`src/rtl/morph_stream_filter.sv`:
```
`default_nettype none
// ============================================================================
// Module      : morph_stream_filter
// Description : Streaming 3x3 binary morphology (pass / erode / dilate / edge)
//               over a raster pixel stream. The pixel stream is buffered in two
//               IMG_WIDTH-deep line buffers. Neighbours outside the frame read
//               BORDER_VAL. Both sides use a valid/ready handshake.
// Optional    : `define MORPH_RANK_EN adds rank_k_i[3:0]. A non-zero rank
//               overrides op and gives out = (popcount(window) >= rank).
// Ports       : clk_i, rst_ni (async, active-low)
//               op_i[1:0]       00 pass, 01 erode, 10 dilate, 11 edge
//               in_valid_i / in_ready_o / in_pixel_i / in_sof_i   pixel sink
//               out_valid_o / out_ready_i / out_pixel_o            pixel source
//               out_sof_o / out_eof_o   first / last output of a frame
//               busy_o                  frame in progress
//               frame_err_o             one-cycle protocol-error pulse
// Revision    : 1.0 - initial release
// ============================================================================
module morph_stream_filter #(
    parameter int   IMG_WIDTH  = 256,
    parameter int   IMG_HEIGHT = 128,
    parameter logic BORDER_VAL = 1'b0
) (
    input  logic       clk_i,
    input  logic       rst_ni,
    input  logic [1:0] op_i,
`ifdef MORPH_RANK_EN
    input  logic [3:0] rank_k_i,
`endif
    input  logic       in_valid_i,
    output logic       in_ready_o,
    input  logic       in_pixel_i,
    input  logic       in_sof_i,
    output logic       out_valid_o,
    input  logic       out_ready_i,
    output logic       out_pixel_o,
    output logic       out_sof_o,
    output logic       out_eof_o,
    output logic       busy_o,
    output logic       frame_err_o
);

    localparam int            CW       = $clog2(IMG_WIDTH);
    localparam int            RW       = $clog2(IMG_HEIGHT);
    localparam logic [CW-1:0] COL_LAST = CW'(IMG_WIDTH - 1);
    localparam logic [RW-1:0] ROW_LAST = RW'(IMG_HEIGHT - 1);
    localparam logic [1:0]    OP_PASS  = 2'b00;
    localparam logic [1:0]    OP_ERODE = 2'b01;
    localparam logic [1:0]    OP_DIL   = 2'b10;

    typedef enum logic [1:0] {S_IDLE, S_FILL, S_RUN, S_FLUSH} state_t;

    state_t        state_q, state_d;
    logic [CW-1:0] in_col_q, in_col_d, out_col_q, out_col_d;
    logic [RW-1:0] in_row_q, in_row_d, out_row_q, out_row_d;
    logic [1:0]    op_q, op_d;
    // Window columns, bit 0 = row above centre, bit 1 = centre row, bit 2 = row below.
    logic [2:0]    cl_q, cl_d, cc_q, cc_d;
    logic          out_valid_q, out_valid_d, out_pixel_q, out_pixel_d;
    logic          out_sof_q, out_sof_d, out_eof_q, out_eof_d;
    logic          frame_err_q, frame_err_d;
`ifdef MORPH_RANK_EN
    logic [3:0]    rank_q, rank_d;
    logic [3:0]    w_pop;
`endif

    // Line buffers: lb0 holds the previous row, lb1 the row before that.
    logic          lb0_q [IMG_WIDTH];
    logic          lb1_q [IMG_WIDTH];

    logic          w_accept, w_sof_start, w_stray, w_abort, w_px_acc;
    logic          w_flush_step, w_adv, w_emit, w_pix, w_res;
    logic [CW-1:0] w_col;
    logic [2:0]    w_in_col, w_rmask;
    logic          w_lmask, w_cmask;
    logic [8:0]    w_win;

    always_comb begin
        in_ready_o = 1'b0;
        case (state_q)
            S_IDLE:        in_ready_o = 1'b1;
            S_FILL, S_RUN: in_ready_o = !out_valid_q || out_ready_i;
            default:       in_ready_o = 1'b0;
        endcase
    end

    assign w_accept    = in_valid_i && in_ready_o;
    assign w_sof_start = w_accept && in_sof_i;
    assign w_stray     = w_accept && !in_sof_i && (state_q == S_IDLE);
    assign w_abort     = w_sof_start && (state_q != S_IDLE);
    assign w_px_acc    = w_accept && !in_sof_i && (state_q != S_IDLE);
    // FLUSH emulates accepts of pixels below the frame until the last output
    // has been loaded; those pseudo pixels are masked as border anyway.
    assign w_flush_step = (state_q == S_FLUSH) && (!out_valid_q || out_ready_i)
                          && !(out_valid_q && out_eof_q);
    assign w_adv       = w_sof_start || w_px_acc || w_flush_step;
    assign w_emit      = (w_px_acc && (state_q == S_RUN)) || w_flush_step;
    assign w_pix       = (state_q == S_FLUSH) ? BORDER_VAL : in_pixel_i;
    // A frame-start pixel always lands in column 0, even when it aborts mid-row.
    assign w_col       = w_sof_start ? '0 : in_col_q;
    assign w_in_col    = {w_pix, lb0_q[w_col], lb1_q[w_col]};

    always_ff @(posedge clk_i) begin
        if (w_adv) begin
            lb1_q[w_col] <= lb0_q[w_col];
            lb0_q[w_col] <= w_pix;
        end
    end

    // The output being produced is centred on (out_row, out_col): cc_q is its
    // column, cl_q the column to the left and w_in_col the one to the right.
    // Masking the left column at col 0 and the right one at col W-1 stops the
    // previous/next row from leaking in across the wrap.
    assign w_rmask = {out_row_q == ROW_LAST, 1'b0, out_row_q == '0};
    assign w_lmask = (out_col_q == '0);
    assign w_cmask = (out_col_q == COL_LAST);

    always_comb begin
        w_win = '0;
        for (int i = 0; i < 3; i++) begin
            w_win[3*i]   = (w_rmask[i] || w_lmask) ? BORDER_VAL : cl_q[i];
            w_win[3*i+1] = w_rmask[i] ? BORDER_VAL : cc_q[i];
            w_win[3*i+2] = (w_rmask[i] || w_cmask) ? BORDER_VAL : w_in_col[i];
        end
    end

    always_comb begin
        case (op_q)
            OP_PASS:  w_res = cc_q[1];
            OP_ERODE: w_res = &w_win;
            OP_DIL:   w_res = |w_win;
            default:  w_res = (|w_win) ^ (&w_win);
        endcase
`ifdef MORPH_RANK_EN
        w_pop = '0;
        for (int i = 0; i < 9; i++) begin
            w_pop = w_pop + {3'b000, w_win[i]};
        end
        if (rank_q != '0) begin
            w_res = (w_pop >= rank_q);
        end
`endif
    end

    always_comb begin
        state_d     = state_q;
        in_col_d    = in_col_q;
        in_row_d    = in_row_q;
        out_col_d   = out_col_q;
        out_row_d   = out_row_q;
        op_d        = op_q;
        cl_d        = cl_q;
        cc_d        = cc_q;
        out_valid_d = out_valid_q;
        out_pixel_d = out_pixel_q;
        out_sof_d   = out_sof_q;
        out_eof_d   = out_eof_q;
        frame_err_d = w_stray || w_abort;
`ifdef MORPH_RANK_EN
        rank_d      = rank_q;
`endif

        if (out_valid_q && out_ready_i) begin
            out_valid_d = 1'b0;
        end

        if (w_adv) begin
            cl_d = cc_q;
            cc_d = w_in_col;
            if (w_sof_start) begin
                in_col_d  = CW'(1);
                in_row_d  = '0;
                out_col_d = '0;
                out_row_d = '0;
                op_d      = op_i;
`ifdef MORPH_RANK_EN
                rank_d    = rank_k_i;
`endif
            end else if (in_col_q == COL_LAST) begin
                in_col_d = '0;
                in_row_d = (in_row_q == ROW_LAST) ? '0 : in_row_q + RW'(1);
            end else begin
                in_col_d = in_col_q + CW'(1);
            end
        end

        if (w_emit) begin
            out_valid_d = 1'b1;
            out_pixel_d = w_res;
            out_sof_d   = (out_col_q == '0) && (out_row_q == '0);
            out_eof_d   = (out_col_q == COL_LAST) && (out_row_q == ROW_LAST);
            if (out_col_q == COL_LAST) begin
                out_col_d = '0;
                out_row_d = (out_row_q == ROW_LAST) ? '0 : out_row_q + RW'(1);
            end else begin
                out_col_d = out_col_q + CW'(1);
            end
        end

        if (w_abort) begin
            out_valid_d = 1'b0;
        end

        case (state_q)
            S_IDLE:  if (w_sof_start) state_d = S_FILL;
            // Accept (1,0) is the W+1-th pixel; the next accept yields output 0.
            S_FILL:  if (w_abort) state_d = S_FILL;
                     else if (w_px_acc && (in_row_q == RW'(1)) && (in_col_q == '0))
                         state_d = S_RUN;
            S_RUN:   if (w_abort) state_d = S_FILL;
                     else if (w_px_acc && (in_row_q == ROW_LAST) && (in_col_q == COL_LAST))
                         state_d = S_FLUSH;
            S_FLUSH: if (out_valid_q && out_ready_i && out_eof_q) state_d = S_IDLE;
            default: state_d = S_IDLE;
        endcase
    end

    always_ff @(posedge clk_i or negedge rst_ni) begin
        if (!rst_ni) begin
            state_q     <= S_IDLE;
            in_col_q    <= '0;
            in_row_q    <= '0;
            out_col_q   <= '0;
            out_row_q   <= '0;
            op_q        <= 2'b00;
            cl_q        <= '0;
            cc_q        <= '0;
            out_valid_q <= 1'b0;
            out_pixel_q <= 1'b0;
            out_sof_q   <= 1'b0;
            out_eof_q   <= 1'b0;
            frame_err_q <= 1'b0;
`ifdef MORPH_RANK_EN
            rank_q      <= '0;
`endif
        end else begin
            state_q     <= state_d;
            in_col_q    <= in_col_d;
            in_row_q    <= in_row_d;
            out_col_q   <= out_col_d;
            out_row_q   <= out_row_d;
            op_q        <= op_d;
            cl_q        <= cl_d;
            cc_q        <= cc_d;
            out_valid_q <= out_valid_d;
            out_pixel_q <= out_pixel_d;
            out_sof_q   <= out_sof_d;
            out_eof_q   <= out_eof_d;
            frame_err_q <= frame_err_d;
`ifdef MORPH_RANK_EN
            rank_q      <= rank_d;
`endif
        end
    end

    assign out_valid_o = out_valid_q;
    assign out_pixel_o = out_pixel_q;
    assign out_sof_o   = out_valid_q && out_sof_q;
    assign out_eof_o   = out_valid_q && out_eof_q;
    assign busy_o      = (state_q != S_IDLE);
    assign frame_err_o = frame_err_q;

endmodule
`default_nettype wire

```
`config.mk`:
```
export PLATFORM = sky130hd
export DESIGN_NAME = morph_stream_filter
export DESIGN_NICKNAME = d
export VERILOG_FILES = /design/src/rtl/morph_stream_filter.sv
export SDC_FILE = /design/constraint.sdc
export NUM_CORES = 1
export LEC_CHECK = 0
export ABC_CLOCK_PERIOD_IN_PS = 13340
export CORE_MARGIN = 3
export CORE_UTILIZATION = 35
export DETAILED_ROUTE_END_ITERATION = 10
export GPL_TIMING_DRIVEN = 1
export PLACE_DENSITY_LB_ADDON = 0.12
export SLEW_MARGIN = 20
export SYNTH_ARGS = -nofsm -noshare
export SYNTH_HDL_FRONTEND = slang
export SYNTH_SLANG_ARGS = --single-unit
```
`constraint.sdc`:
```
create_clock -name clk_i -period 13.34 [get_ports clk_i]
set_clock_uncertainty 0.05 [all_clocks]
set_input_delay 2.668 -clock clk_i [delete_from_list [all_inputs] [get_ports clk_i]]
set_output_delay 2.668 -clock clk_i [all_outputs]
set_load 0.01 [all_outputs]
```
# Yosys cells after proc, flatten, opt, wreduce, memory -nomap -nowiden
# Memories as Yosys holds them, arrays and structs flattened.
# Cells that the tools add are included.
[totals] reg_bits=45 mem_bits_rw=512 input_bits=8 out_inout_bits=7 wordCells=120 n_memories=2
[memory_table] name="lb0_q" words=256 word_bits=1 rd=1 rd_clocked_by_memory_dff=0 wr=1 line_no="68" text="logic lb0_q [IMG_WIDTH];"
[memory_table] name="lb1_q" words=256 word_bits=1 rd=1 rd_clocked_by_memory_dff=0 wr=1 line_no="69" text="logic lb1_q [IMG_WIDTH];"
[op_classes] addsub=4 n_eq_ne=14 mux=38 n_bitwise=1 reduce_logical=48
[op_table] op="$mux 7" count=8
[op_table] op="$mux 8" count=7
[op_table] op="$logic_and 1x1->1" count=19
[op_table] op="$add 8x1->8 const B" count=2
[op_table] op="$eq 8x8->1 const B" count=2
[op_table] op="$logic_not 8->1" count=2
[op_table] op="$add 7x1->7 const B" count=2
[op_table] op="$eq 7x7->1 const B" count=2
[op_table] op="$mux 1" count=14
[op_table] op="$mux 2" count=6
[op_table] op="$logic_or 1x1->1" count=9
[op_table] op="$reduce_and 9->1" count=1
[op_table] op="$reduce_or 9->1" count=1
[op_table] op="$pmux 2 s4" count=1
[op_table] op="$reduce_bool 2->1" count=4
[op_table] op="$eq 7x1->1 const B" count=1
[op_table] op="$logic_not 7->1" count=1
[op_table] op="$eq 2x2->1 const B" count=3
[op_table] op="$reduce_and 2->1" count=3
[op_table] op="$eq 2x1->1 const B" count=2
[op_table] op="$logic_not 2->1" count=2
[op_table] op="$reduce_and 4->1" count=1
[op_table] op="$logic_not 1->1" count=3
[op_table] op="$ne 3x2->1 const B" count=1
[op_table] op="8 further kinds" count=8

# Logic depth before layout (Yosys ltp)
# Gate-level depths: netlist of run 1.
[depth] ltp_word=11 ltp_mapped=15 mapped_depth_nobuf=11

# Least setup slack after synthesis of run 1
# OpenSTA, ideal clock, no wires.
[synth_timing] path_type="in2reg" from="in out_ready_i" to="mem lb1_q[0], data pin" setup_time_ns=1.598 arrival_ns=11.183 required_ns=11.692 setup_slack_ns=0.509 stages=9 path_buffers=1 cell_sequence="nand2b_4 a21o_4 buf_6 a21oi_2 a21oi_1 or4b_1 a32oi_1 a211oi_1 a21oi_1"
[synth_between] elab_chain_len=6
[synth_rtl] item="start: declaration" line_no="35" text="input logic out_ready_i,"
[synth_rtl] item="$logic_or 1x1->1" line_no="82" text="S_FILL, S_RUN: in_ready_o = !out_valid_q || out_ready_i;"
[synth_rtl] item="$pmux 1 s2" line_no="80" text="case (state_q)"
[synth_rtl] item="$logic_and 1x1->1" line_no="87" text="assign w_accept = in_valid_i && in_ready_o;"
[synth_rtl] item="$logic_and 1x1->1" line_no="88" text="assign w_sof_start = w_accept && in_sof_i;"
[synth_rtl] item="$mux 8" line_no="100" text="assign w_col = w_sof_start ? '0 : in_col_q;"
[synth_rtl] item="$mem_v2 256x1"
[synth_rtl] item="net w_in_col[1]" line_no="74" text="logic [2:0] w_in_col, w_rmask;"
[synth_rtl] item="end: declaration" line_no="69"
# The timed path passes the listed nets, and every way through them passes these cells.

# Worst setup path in the final report of run 1
[layout_timing] from="in out_ready_i" to="out in_ready_o"
[layout_between] elab_chain_len=2
[layout_rtl] item="$logic_or 1x1->1" line_no="82"
[layout_rtl] item="$pmux 1 s2" line_no="80"
[layout_rtl] item="end: declaration" line_no="31" text="output logic in_ready_o,"
# Every way passes these cells.

==> flow_summary.ini, run 1 <==
[status]
run_status = completed

[global_routing]
antenna_found_initial = 3
grt_max_degree = 110
grt_pass1_vias = 16300
track_usage_pct = 22.0
overflow = 0
grt_first_pass_wirelength_um = 119000

[critical_path]
crit_path_end = in_ready_o
cp_cell_sequence = clkdlybuf4s50_1 -> nand2b_4 -> a21oi_4 -> buf_4 -> nor2_1 -> clkdlybuf4s50_1
start_kind = input port
slowest_delay_ns = 0.52
cp_common_cell = clkdlybuf4s50_1
crit_path_max_fanout = 33
crit_cells = 6
ff2ff_setup_slack_ns = 8.01
worstReg2RegStart = state_q[0]
critPathLaunch = out_ready_i
endpoint_kind = primary output
r2r-end = lb1_q[213]
critical_path.top_delay_family = buffers and inverters
worst-path-buf-inv = 3
crit_slowest_cell = clkdlybuf4s50_1
arrival_ns = 4.53
reg2regPathDepth = 12
cp_data_required_time_ns = 10.62
worst-setup-path-type = in -> out

[timing]
finalSetupTns_ns = 0
setup_viol = 0
fmax_mhz = 138
period_minus_slack_ns = 7.24
hold_viol = 0
rsz0062_at_grt = no
whs_ns = 0.450
slew-limit-headroom_pct = 30.7
worst_pin_slew_ns = 1.04
maxSlewViolCount = 0
setup_slack_ns = 6.10
finalCritPeriodShare_pct = 54.3

[cells_and_area]
multi_input_area_um2 = 7400
final_common_cell = edfxtp_1
fin_cells = 2771
final_nets = 1810
diodes = 0
layout_common_cells = edfxtp_1, nor2_1, nand2_1
final_layout_size_suffix_gt1_share_pct = 13.9
fillers = 6548
area_delta_synth_final_pct = 12.1
seq_area_um2 = 16500

[detailed_routing]
vias = 16200
drcViolationCount = 0
wirelength_um = 81600
drt-vias-per-instance = 5.86
drtIter0Drc = 1995
routedWlPerCell_um = 29.5
antenna_left = 0
first_pass_iters = 6

[place]
placed_cells = 2658
io_buffers = 14
place_ws_ns = 5.53
finalWeightedCongestion = 0.959
place_hpwl_um = 50700

[synth]
synth_compound_area_share_pct = 9.95
synth_edf_count = 512
yosysTopAreaCellShare_pct = 62.4
yosysSeqAreaShare_pct = 66.9
ys_ff_latch = 557
synth_area_um2 = 24700
netlist_instances = 1794
synth.mux.area_fraction_pct = 8.52
synthXorXnorAreaFrac_pct = 0.497
ys_warn_count = 0
syn_area_per_cell_um2 = 13.7
synth_cell_type_count = 93
synth_area_leaders = edfxtp_1, nor2_1, dfrtp_1
synth_top_area_cell = edfxtp_1
ys_async_sr_fraction_pct = 8.08
synthAdderAreaFrac_pct = 0.660
synth_top_family_by_area = simple AND/OR/NAND/NOR gates
synth_nets = 1815
synthFlopType = edfxtp_1
yosys.area_share.simple_pct = 10.0

[clock_tree]
cts_tree = yes
clk_pin_slew_ns = 0.06
clk_path_buf_depth = 3
clkSinkCount = 557
post-cts-setup-buffers = 0
hold_buffers = 0
cts_root_buf = clkbuf_16
worstSkewPairLatency_ns = 0.64
cts_resized = 0
cts_made_buffers = 60
h-tree-depth = 2

[power_and_ir_drop]
seqPwrFrac_pct = 40.0
power_density_nw_per_um2 = 210
power.total_mw = 5.81
netSwitchingPower_mw = 2.04
p_comb_share_pct = 30.3
pwr-share-clk_pct = 29.8
swShare_pct = 35.2
ir_drop_v = 0.000150
leakage_nw = 8.80
power.internal_mw = 3.76

[floorplan]
fp-row-count = 96
die-area_um2 = 73700
die-width_um = 271
core_um2 = 69200
ios = 15
initial_core_util_pct = 35.6
fp.dieH_um = 271

[hold_path]
min_path_cells = 1
hold_class = reg -> reg

[run]
cap_violations = 0
## layer usage
layer	global-route usage [%]	part of all wire [%]
met4	8.75	4.6
met2	33.8	45
met5	0	0.013
met1	30.4	43
met3	4.61	8.0
## stage by stage
| step | util, % | cell area, µm² |
|---|---|---|
| after floorplan | - | 24700 |
| after global placement | 37.0 | 25600 |
| after detailed placement | 37.0 | 25600 |
| after CTS | 40.0 | 27600 |
| after global routing | 40.0 | 27600 |
| final | 40.0 | 27600 |
## registers in the layout, indices dropped and copies added (netlist names), 3 cells and up
register	count
in_col_q	8
out_col_q	8
out_row_q	7
lb0_q	256
cc_q	3
lb1_q	256
in_row_q	7
cl_q	3
## worst min-delay path by stage
stage | from | endpoint | slack (ns)
after CTS | out_row_q[5] | out_row_q[5] | 0.45
final | out_row_q[5] | out_row_q[5] | 0.45
after detailed placement | out_row_q[5] | out_row_q[5] | 0.44
after global placement | out_row_q[5] | out_row_q[5] | 0.45
after global routing | out_eof_q | out_eof_q | 0.49
after floorplan | out_sof_q | out_sof_q | 0.39
## cells by family (layout without fill, tap and decap cells)
family / after synthesis / count (layout)
AO/OA/AOI/OAI: 341 / 341
XOR/XNOR: 14 / 14
adder cells (fa/ha/maj): 13 / 13
buffers and inverters: 146 / 192
flip-flops: 557 / 557
multiplexers: 149 / 149
AND/OR/NAND/NOR: 574 / 574
## synth_stat cells (22+ instances only)
master    instances
buf_2            23
nor3_1           24
mux4_2           35
o21ai_0          53
a211oi_1         22
mux2i_1          61
edfxtp_1        512
o22ai_1          32
mux2_2           46
clkbuf_1         52
nand2_1          83
nand3_1          37
nor2_1          353
buf_6            22
a21oi_1          53
inv_1            23
dfrtp_1          45
o211ai_1         23
## layout make-up
type	count	share of cell area, %
Sequential cell	557	59.7
Tap cell	931	4.21
Multi-Input combinational cell	1091	26.8
Clock buffer	78	5.79
Timing Repair Buffer	54	1.65
Inverter	25	0.348
Clock inverter	35	1.54
## power by group through the flow
stage | Clock, mW | Sequential, mW | Combinational, mW
finish | 1.73 | 2.32 | 1.76
global route | 1.84 | 2.33 | 1.85
CTS | 1.76 | 2.32 | 1.73
detailed placement | 0 | 2.36 | 1.73
global placement | 0 | 2.36 | 1.73
floorplan | 0 | 2.43 | 1.10
Power figures use the tool's default switching activity.
==> inputs of run 2 (changes only) <==
--- a/config.mk
+++ b/config.mk
@@ -5,7 +5,7 @@
 export SDC_FILE = /design/constraint.sdc
 export NUM_CORES = 1
 export LEC_CHECK = 0
-export ABC_CLOCK_PERIOD_IN_PS = 13340
+export ABC_CLOCK_PERIOD_IN_PS = 6750
 export CORE_MARGIN = 3
 export CORE_UTILIZATION = 35
 export DETAILED_ROUTE_END_ITERATION = 10
==> constraint.sdc (replaced) <==
create_clock -name clk_i -period 6.75 [get_ports clk_i]
set_clock_uncertainty 0.05 [all_clocks]
set_input_delay 1.35 -clock clk_i [delete_from_list [all_inputs] [get_ports clk_i]]
set_output_delay 1.35 -clock clk_i [all_outputs]
set_load 0.01 [all_outputs]
==> run 2 against run 1 <==
Design area is 0.10% lower. Power is 96% higher. Register-to-register slack worse by 6.1 ns. Critical path type is now in -> reg. Sequential share of layout area is 0.062 points higher. Via count is 0.99% lower. Sequential power is 95% higher.
==> flow_summary.ini, run 2 (synthesized netlist as in run 1, its figures left out) <==
[cells_and_area]
reg.largest.list = lb0_q (256), lb1_q (256)
final_nets = 1816
layout_common_cells = edfxtp_1, nor2_1, nand2_1
final_common_cell = edfxtp_1
area_delta_synth_final_pct = 12.0
seq_area_um2 = 16500
multi_input_area_um2 = 7370
diodes = 0
final_layout_size_suffix_gt1_share_pct = 13.6
fin_cells = 2775
fillers = 6592
final_core_util_pct = 39.9

[place]
finalWeightedCongestion = 0.940
placed_cells = 2664
place_ws_ns = 0.854
place_hpwl_um = 53100
io_buffers = 14

[clock_tree]
clkSinkCount = 557
cts_resized = 0
clk_pin_slew_ns = 0.06
post-cts-setup-buffers = 0
h-tree-depth = 2
hold_buffers = 0
worstSkewPairLatency_ns = 0.64
cts_tree = yes
cts_made_buffers = 60
cts_root_buf = clkbuf_16
clk_path_buf_depth = 3

[timing]
finalCritPeriodShare_pct = 77.9
finalSetupTns_ns = 0
fmax_mhz = 190
setup_viol = 0
worst_pin_slew_ns = 1.13
rsz0062_at_grt = no
period_minus_slack_ns = 5.26
maxSlewViolCount = 0
setup_slack_ns = 1.49
hold_viol = 0
slew-limit-headroom_pct = 24.5

[critical_path]
critPathLaunch = in_sof_i
critical_path.top_delay_family = compound AO/OA/AOI/OAI gates
crit_path_max_fanout = 50
worstReg2RegStart = state_q[0]
worst-path-buf-inv = 3
endpoint_kind = register
start_kind = input port
cp_cell_sequence = clkdlybuf4s50_1 -> and3b_2 -> nand2_2 -> buf_12 -> nand3_1 -> a31oi_1 -> o41ai_1 -> o2111ai_1 -> a21oi_4 -> buf_4
slowest_delay_ns = 0.75
worst-setup-path-type = in -> reg
crit_slowest_cell = and3b_2
arrival_ns = 5.58
cp_data_required_time_ns = 7.07

[detailed_routing]
drt-vias-per-instance = 5.79
antenna_left = 0
first_pass_iters = 8
vias = 16100
wirelength_um = 82800
drtIter0Drc = 1725
routedWlPerCell_um = 29.8
drcViolationCount = 0

[global_routing]
track_usage_pct = 22.3
grt_pass1_vias = 16100
grt_first_pass_wirelength_um = 120000
antenna_found_initial = 1
grt_max_degree = 105
overflow = 0

[power_and_ir_drop]
power_density_nw_per_um2 = 413
leakage_nw = 8.79
ir_drop_v = 0.000369

[floorplan]
initial_core_util_pct = 35.6
die-width_um = 271
fp.dieH_um = 271
core_um2 = 69200
fp-row-count = 96
ios = 15
die-area_um2 = 73700

[hold_path]
min_from = out_row_q[5]
hold_class = reg -> reg

[status]
run_status = completed

[run]
cap_violations = 0
run 2: worst paths after layout:
kind	end	slack (ns)	cells after the start
worst min-delay path	out_row_q[5]	0.46	1
worst min register to register	out_row_q[5]	0.46	1
max in group asynchronous	in_col_q[0]	5.40	2
min in group asynchronous	frame_err_o	0.76	2
worst max-delay path	lb1_q[76]	1.49	10
worst max register to register	lb1_q[76]	1.90	10
run 2: where the power goes:
| part | switching (mW) | internal [mW] | total [mW] | leakage, nW |
|---|---|---|---|---|
| logic | 2.59 | 1.01 | 3.60 | 2.67 |
| clock network | 1.39 | 1.88 | 3.28 | 0.942 |
| registers | 0.102 | 4.42 | 4.52 | 5.18 |
| total | 4.08 | 7.31 | 11.4 | 8.79 |
run 2: final cells by class:
| type | count | share of cell area [%] |
|---|---|---|
| Sequential cell | 557 | 59.8 |
| Multi-Input combinational cell | 1091 | 26.7 |
| Clock buffer | 78 | 5.72 |
| Tap cell | 931 | 4.22 |
| Timing Repair Buffer | 60 | 1.97 |
| Clock inverter | 33 | 1.29 |
| Inverter | 25 | 0.349 |
run 2: routing by layer:
| layer | share of wire [%] | GRT usage, % | up-vias |
|---|---|---|---|
| li1 | - | - | 6901 |
| met1 | 44 | 31.8 | 8314 |
| met2 | 45 | 34.1 | 708 |
| met3 | 7.5 | 4.53 | 147 |
| met4 | 3.2 | 6.90 | 0 |
| met5 | 0 | 0 | - |
run 2: metrics by stage:
stage                     hold WS, ns  power [mW]  area (µm²)
after floorplan                 0.391        6.79       24700
after global placement          0.439        8.14       25700
after detailed placement        0.445        8.16       25700
after CTS                       0.452        11.4       27600
after global routing            0.487        11.8       27600
final                           0.455        11.4       27600
run 2: worst reg2reg max path, stage by stage (launching register included):
cell	delay, ns
dfrtp_1	0.42
inv_1	0.10
ha_1	0.41
a21oi_4	0.91
o21ai_1	0.48
a31oi_1	0.25
o21ai_0	0.12
o41ai_1	0.47
o2111ai_1	0.26
a21oi_4	0.56
buf_4	0.53
